File: src/rtl/rs485_frame_pkg.sv
// Shared constants for the RS485 command-frame receiver: FSM state codes,
// error codes and default frame parameters.
package rs485_frame_pkg;

  typedef logic [2:0] state_t;
  typedef logic [1:0] err_code_t;

  localparam state_t ST_IDLE = 3'd0;
  localparam state_t ST_ADDR = 3'd1;
  localparam state_t ST_CMD  = 3'd2;
  localparam state_t ST_ARG  = 3'd3;
  localparam state_t ST_CHK  = 3'd4;

  localparam err_code_t ERR_NONE = 2'b00;
  localparam err_code_t ERR_CHK  = 2'b01;
  localparam err_code_t ERR_TMO  = 2'b10;

  localparam logic [7:0]  HEADER_DEFAULT      = 8'hA5;
  localparam logic [7:0]  NODE_ADDR_DEFAULT   = 8'h01;
  localparam logic [7:0]  ADDR_BCAST          = 8'hFF;
  localparam logic [17:0] TIMEOUT_MAX_DEFAULT = 18'd156_249;

endpackage

File: src/rtl/rs485_byte_timer.sv
// Inter-byte idle timer: counts clocks while enabled and flags when the count
// reaches TIMEOUT_MAX. The count saturates there until cleared.
module rs485_byte_timer
  import rs485_frame_pkg::*;
#(
  parameter logic [17:0] TIMEOUT_MAX = TIMEOUT_MAX_DEFAULT
) (
  input  logic sys_clk,
  input  logic sys_rst_n,
  input  logic clr,
  input  logic en,
  output logic expired
);

  logic [17:0] count_q;
  logic [17:0] count_d;

  assign expired = (count_q == TIMEOUT_MAX);

  always_comb begin
    count_d = count_q;
    if (clr) begin
      count_d = '0;
    end else if (en && !expired) begin
      count_d = count_q + 18'd1;
    end
  end

  always_ff @(posedge sys_clk) begin
    if (!sys_rst_n) begin
      count_q <= '0;
    end else begin
      count_q <= count_d;
    end
  end

endmodule

File: src/rtl/rs485_frame_rx.sv
// RS485 command-frame parser: HDR,CMD,ARG,CHK (or HDR,ADDR,CMD,ARG,CHK when
// RS485_FRAME_ADDR_EN is defined) with checksum and inter-byte timeout errors.
module rs485_frame_rx
  import rs485_frame_pkg::*;
#(
  parameter logic [7:0]  HEADER      = HEADER_DEFAULT,
`ifdef RS485_FRAME_ADDR_EN
  parameter logic [7:0]  NODE_ADDR   = NODE_ADDR_DEFAULT,
`endif
  parameter logic [17:0] TIMEOUT_MAX = TIMEOUT_MAX_DEFAULT
) (
  input  logic       sys_clk,
  input  logic       sys_rst_n,
  input  logic [7:0] pi_data,
  input  logic       pi_flag,
  output logic [7:0] cmd,
  output logic [7:0] arg,
  output logic       cmd_valid,
  output logic       err_flag,
  output logic [1:0] err_code
);

`ifdef RS485_FRAME_ADDR_EN
  localparam state_t ST_FIRST = ST_ADDR;
`else
  localparam state_t ST_FIRST = ST_CMD;
`endif

  state_t     state_q, state_d;
  logic [7:0] cmd_r_q, cmd_r_d;
  logic [7:0] arg_r_q, arg_r_d;
  logic [7:0] sum_q, sum_d;
  logic       addr_ok_q, addr_ok_d;
  logic [7:0] cmd_q, cmd_d;
  logic [7:0] arg_q, arg_d;
  logic       cmd_valid_q, cmd_valid_d;
  logic       err_flag_q, err_flag_d;
  err_code_t  err_code_q, err_code_d;
  logic       tmr_expired;

  // Timer only runs inside a frame; every accepted byte restarts it.
  rs485_byte_timer #(
    .TIMEOUT_MAX(TIMEOUT_MAX)
  ) u_timer (
    .sys_clk  (sys_clk),
    .sys_rst_n(sys_rst_n),
    .clr      (pi_flag || (state_q == ST_IDLE)),
    .en       (state_q != ST_IDLE),
    .expired  (tmr_expired)
  );

  always_comb begin
    state_d     = state_q;
    cmd_r_d     = cmd_r_q;
    arg_r_d     = arg_r_q;
    sum_d       = sum_q;
    addr_ok_d   = addr_ok_q;
    cmd_d       = cmd_q;
    arg_d       = arg_q;
    cmd_valid_d = 1'b0;
    err_flag_d  = 1'b0;
    err_code_d  = err_code_q;
    if (pi_flag) begin
      case (state_q)
        ST_IDLE: begin
          if (pi_data == HEADER) begin
            state_d   = ST_FIRST;
            sum_d     = 8'h00;
            addr_ok_d = 1'b1;
          end
        end
`ifdef RS485_FRAME_ADDR_EN
        ST_ADDR: begin
          addr_ok_d = (pi_data == NODE_ADDR) || (pi_data == ADDR_BCAST);
          sum_d     = sum_q + pi_data;
          state_d   = ST_CMD;
        end
`endif
        ST_CMD: begin
          cmd_r_d = pi_data;
          sum_d   = sum_q + pi_data;
          state_d = ST_ARG;
        end
        ST_ARG: begin
          arg_r_d = pi_data;
          sum_d   = sum_q + pi_data;
          state_d = ST_CHK;
        end
        ST_CHK: begin
          state_d = ST_IDLE;
          // Frames for other nodes are consumed without any strobe.
          if (addr_ok_q) begin
            if (pi_data == sum_q) begin
              cmd_d       = cmd_r_q;
              arg_d       = arg_r_q;
              cmd_valid_d = 1'b1;
            end else begin
              err_flag_d = 1'b1;
              err_code_d = ERR_CHK;
            end
          end
        end
        default: state_d = ST_IDLE;
      endcase
    end else if ((state_q != ST_IDLE) && tmr_expired) begin
      state_d    = ST_IDLE;
      err_flag_d = 1'b1;
      err_code_d = ERR_TMO;
    end
  end

  always_ff @(posedge sys_clk) begin
    if (!sys_rst_n) begin
      state_q     <= ST_IDLE;
      cmd_r_q     <= 8'h00;
      arg_r_q     <= 8'h00;
      sum_q       <= 8'h00;
      addr_ok_q   <= 1'b0;
      cmd_q       <= 8'h00;
      arg_q       <= 8'h00;
      cmd_valid_q <= 1'b0;
      err_flag_q  <= 1'b0;
      err_code_q  <= ERR_NONE;
    end else begin
      state_q     <= state_d;
      cmd_r_q     <= cmd_r_d;
      arg_r_q     <= arg_r_d;
      sum_q       <= sum_d;
      addr_ok_q   <= addr_ok_d;
      cmd_q       <= cmd_d;
      arg_q       <= arg_d;
      cmd_valid_q <= cmd_valid_d;
      err_flag_q  <= err_flag_d;
      err_code_q  <= err_code_d;
    end
  end

  assign cmd       = cmd_q;
  assign arg       = arg_q;
  assign cmd_valid = cmd_valid_q;
  assign err_flag  = err_flag_q;
  assign err_code  = err_code_q;

endmodule
File: config.mk
export PLATFORM = sky130hd
export DESIGN_NAME = rs485_frame_rx
export DESIGN_NICKNAME = d
export VERILOG_FILES = /design/src/rtl/rs485_frame_pkg.sv /design/src/rtl/rs485_byte_timer.sv /design/src/rtl/rs485_frame_rx.sv
export SDC_FILE = /design/constraint.sdc
export NUM_CORES = 1
export LEC_CHECK = 0
export ABC_AREA = 1
export BUFFER_PORTS_ARGS = -buffer_cell sky130_fd_sc_hd__buf_2
export CAP_MARGIN = 0
export CORE_MARGIN = 3
export CORE_UTILIZATION = 60
export CTS_CLUSTER_SIZE = 40
export DETAILED_ROUTE_END_ITERATION = 10
export PLACE_DENSITY = 0.9
export SETUP_SLACK_MARGIN = 0.1
export SLEW_MARGIN = 20
export SYNTH_ARGS = -nofsm -noshare
export SYNTH_HDL_FRONTEND = slang
export SYNTH_SLANG_ARGS = --single-unit
export TNS_END_PERCENT = 50
File: constraint.sdc
create_clock -name sys_clk -period 2.9 [get_ports sys_clk]
set_input_delay 0.29 -clock sys_clk [delete_from_list [all_inputs] [get_ports sys_clk]]
set_output_delay 0.29 -clock sys_clk [all_outputs]
set_load 0.02 [all_outputs]
# After elaboration in Yosys (flattened, before gate mapping)
# Index checks and enable logic that the tools add are counted.
[word_totals]
reg_bits = 66
input_bits = 11
output_inout_bits = 20
elab_cells = 60
[classes]
add_sub_neg = 2
n_eq_ne = 11
n_mux = 17
bitwise_logic = 1
n_reduce_logical = 18
[ops]
columns = ["cell", "count"]
rows = [
  ["$add A18 B1 Y18 const B", 1],
  ["$eq A18 B18 Y1 const B", 1],
  ["$pmux W8 S2", 1],
  ["$reduce_and A4 Y1", 3],
  ["$mux W2", 5],
  ["$mux W3", 3],
  ["$pmux W3 S3", 1],
  ["$add A8 B8 Y8", 1],
  ["$eq A8 B8 Y1", 1],
  ["$eq A8 B8 Y1 const B", 1],
  ["$mux W8", 1],
  ["$eq A3 B2 Y1 const B", 2],
  ["$mux W1", 6],
  ["$ne A2 B1 Y1 const B", 3],
  ["$reduce_and A2 Y1", 3],
  ["$reduce_and A3 Y1", 2],
  ["$reduce_bool A2 Y1", 2],
  ["$reduce_or A2 Y1", 2],
  ["$eq A3 B3 Y1 const B", 1],
  ["$logic_not A3 Y1", 1],
  ["$ne A3 B2 Y1 const B", 1],
  ["$reduce_bool A3 Y1", 1],
  ["$logic_and A1 B1 Y1", 2],
  ["$ne A2 B2 Y1 const B", 1],
  ["other kinds (3)", 3],
]

# Logic depth before layout (Yosys ltp)
[logic_depth]
word_depth = 5
depth_mapped = 11

# Cells and area by module
# From an unflattened synthesis, not the netlist that was laid out.
[hier_totals]
hier_cells = 518
hier_area_um2 = 3460.8
[by_module_without_submodules]
columns = ["module", "n_inst", "cells_each", "area_per_inst_um2", "seq_area_each_um2"]
rows = [
  ["rs485_frame_rx", 1, 328, 2235.9, 960.9],
  ["rs485_byte_timer", 1, 190, 1224.9, 360.3],
]

# Worst setup path before layout
# No wires, ideal clock.
[synth_timing]
path_kind = "input -> register"
startpoint = "input port pi_data[3]"
endpoint = "register arg_q[0], in the netlist arg[0]"
setup_ns = 0.113
t_arrival_ns = 1.418
slack_ns = 1.369
stages = 8
cell_sequence = "ha_1 -> nor2_1 -> nand2_1 -> nor3_2 -> nand2_1 -> buf_2 -> nor2_1 -> nor2_1"
[synth_via]
elab_chain_cells = 2
[synth_lines]
columns = ["item", "line", "text"]
rows = [
  ["start, declared", "rs485_frame_rx.sv:14", "input logic [7:0] pi_data,"],
  ["$eq A8 B8 Y1", "rs485_frame_rx.sv:93", "if (pi_data == sum_q) begin"],
  ["$reduce_and A4 Y1 (no line)", "--", ""],
  ["end signal, assigned", "rs485_frame_rx.sv:131", "arg_q <= arg_d;"],
  ["end, declared", "rs485_frame_rx.sv:35", "logic [7:0] arg_q, arg_d;"],
]
# No other way between the ends.
# A chain may end at the register's enable or synchronous reset.

# Worst setup path in the final report
[layout_timing]
startpoint = "register u_timer.count_q[0]"
endpoint = "register u_timer.count_q[10]"
[layout_via]
elab_chain_cells = 3
[layout_lines]
columns = ["item", "line", "text"]
rows = [
  ["start, declared", "rs485_byte_timer.sv:15", "logic [17:0] count_q;"],
  ["start signal, assigned", "rs485_byte_timer.sv:33", "count_q <= count_d;"],
  ["parallel branches: the longest is 3 deep, another holds $add A18 B1 Y18", "--", ""],
]
# Several ways; the timed one is not identified.

==> run summary <==
synth top area cells -> dfxtp_1 39%, nand2_1 15%, nor2_1 10%
post-route DRC violation count -> 0
Max Clk Rate -> 546.1 MHz
Primary FF master, synth -> dfxtp_1
Cell Area, Placed -> 0.003592 mm²
CP Capture Type -> register
pwr/cell area -> 496.5 mW/mm²
largest net degree at the start of global routing -> 37
Final Critical Period -> 1831 ps
Design Area, Final -> 0.003819 mm²
final worst slack -> 1069 ps
NumNets Final -> 565
Reg clk slew, reported paths -> 80 ps
unrepaired setup endpoints after global routing -> no
crit path cell chain -> ha_1 > inv_1 > nor2_1 > nand3_1 > nor2_1 > nand3_1 > o21ai_0 > nor2_1
area of the mapped netlist -> 0.003418 mm²
Fin Hold WS -> 244.3 ps
CTS sink count -> 66
P&R area growth vs syn -> 11.71%
filler cell count -> 428
Final Hold Violating Endpoints -> 0
Final Setup Violations -> 0
area of the die -> 0.006639 mm²
Routed Wire Length -> 7786 µm
DP Wirelength -> 5440 µm
die width -> 81.48 µm
CTS buffer count -> 9
multi-input gate area in the final layout -> 0.001755 mm²
initial antenna violation count -> 0
RePlAce Congestion -> 0.9067
dominant cell type by area after synthesis -> dfxtp_1
met2 Usage GRT -> 0.4055
Port Buffers -> 30
vias per cell -> 5.368
GR peak layer -> met2
Clock Latency Late Sink -> 340 ps
Setup Fix Bufs, Post-CTS -> 0
post-route ant nets -> 0
Setup TNS -> 0 ps
worst-case vdd ir drop -> 0.2740 mV
GRT met3 Usage -> 0.05482
first-pass GRT wire length -> 13,110 µm
CP Buf/Inv Count -> 1
# Max-Cap Violations -> 0
post-synth cell types -> 35
worst endpoint required time -> 3140 ps
Bufs on Longest Clock Path -> 2
CORE AREA -> 0.005303 mm²
Post-synth EDFFs -> 0
WS Path Type -> reg -> reg
crit-path most repeated cell -> nor2_1
via count -> 3,323
outcome -> finished clean
row count -> 26
# hold bufs at CTS -> 0
Worst Skew -> 8.776 ps
CP max stage delay -> 470 ps
Worst Path Arrival -> 2070 ps
root buffer cell -> clkbuf_8
most common cell in the netlist -> nand2_1
syn nets -> 536
CTS tree -> yes
critical path's slowest cell -> dfxtp_1
share of cells above drive strength 1 -> 0.1220
sequential cell area -> 0.001321 mm²
most frequent cells after synthesis -> 133 x nand2_1, 94 x nor2_1, 66 x dfxtp_1
Post-CTS Resized -> 0
Tot GR Track Use -> 0.2543
headroom to the max-slew limit -> 0.6315
placed cells -> 603
diode count -> 0
yosys warns -> 0
vias in the first global route -> 2,999
top cell type's share of synthesized area -> 0.3865
Finished Layout Cells -> 619
met1 Usage GRT -> 0.3363
final worst path period share -> 0.6314
Seq cells post-synth -> 66
Crit Path Max Fanout -> 7
register area share after synthesis -> 0.3865
mean post-synth cell area -> 6.637 µm²
worst hold path type -> in -> reg
num ports -> 31
GRT overflow -> 0
CP startpoint kind -> register
WL/cell -> 12.58 µm
Worst path top cell family by delay -> simple AND/OR/NAND/NOR gates
Final Max Tran Viols -> 0
number of DRC markers in iteration 0 -> 271
Gate Count Post-Synth -> 515
Leakage -> 0.001771 µW
Starting Density -> 0.6446
Die Ht -> 81.48 µm
Pre-Repair DR Iteration Count -> 5
ys async rst share -> 0
htree depth -> 3
Setup Slack @ Placement -> 1084 ps
Least-Margin Pin Slew -> 552.1 ps
where the power goes:
| group | internal, µW | leakage (µW) | switching (µW) |
|---|---|---|---|
| logic | 33.2 | 0.00113 | 80.1 |
| clock network | 491 | 0.000110 | 374 |
| registers | 913 | 0.000532 | 5.15 |
| total | 1440 | 0.00177 | 459 |
registers in the layout (all words and copies together), names as in the netlist:
register,count
state_q,3
arg_r_q,8
sum_q,8
addr_ok_q,1
err_code,2
err_flag,1
cmd_valid,1
cmd_r_q,8
cmd,8
arg,8
u_timer.count_q,18
cell type report:
| cell class | instances | area share |
|---|---|---|
| tap | 70 | 0.02294 |
| multi-input combinational | 367 | 0.4597 |
| clock buffer | 9 | 0.03244 |
| clock inverter | 7 | 0.02687 |
| timing repair buffer | 34 | 0.04718 |
| sequential | 66 | 0.3460 |
| inverter | 66 | 0.06488 |
cell usage in the layout (no fill, tap or decap), types with 3 or more instances in the layout:
cell type,n
nand2_2,3
xor2_1,6
xnor2_1,5
buf_2,30
clkinv_4,3
nand2_1,133
clkbuf_8,9
nand3_1,26
ha_1,9
dfxtp_1,66
nand4_1,4
nor3_1,6
inv_1,62
buf_4,4
a21oi_1,36
inv_2,4
o21ai_0,22
nor2_1,94
metal layers:
metal / vias to the layer above / wire length (µm)
li1: 1675 / -
met2: 122 / 3595
met4: 0 / 154
met1: 1505 / 3512
met5: - / 0
met3: 21 / 524
cell families after synthesis:
kind of cell | count (synthesis) | synth area share
and+or+nand+nor | 281 | 0.3485
buffers and inverters | 82 | 0.09992
DFF | 66 | 0.3865
AOI/OAI and AO/OA | 65 | 0.09810
xor gates and xnor gates | 11 | 0.02818
adders and majority gates | 10 | 0.03880
stage by stage:
step	power [µW]	util
after floorplan	1025	-
final	1896	0.7202
after detailed placement	1051	0.6774
after global placement	1048	0.6774
after CTS	1906	0.7202
after global routing	1964	0.7202
worst min-delay path, delay by kind of cell:
family,cells,cell delay (ps)
and+or+nand+nor,2,150
buffers and inverters,1,120
final timing paths:
| kind | from | end | slack, ps | cells after the start |
|---|---|---|---|---|
| worst min register to register | sum_q[5] | sum_q[5] | 470 | 2 |
| worst max register to register | u_timer.count_q[0] | u_timer.count_q[10] | 1070 | 8 |
| worst max-delay path | u_timer.count_q[0] | u_timer.count_q[10] | 1070 | 8 |
| worst min-delay path | pi_data[4] | arg_r_q[4] | 240 | 3 |
(Power assumes the default switching activity.)
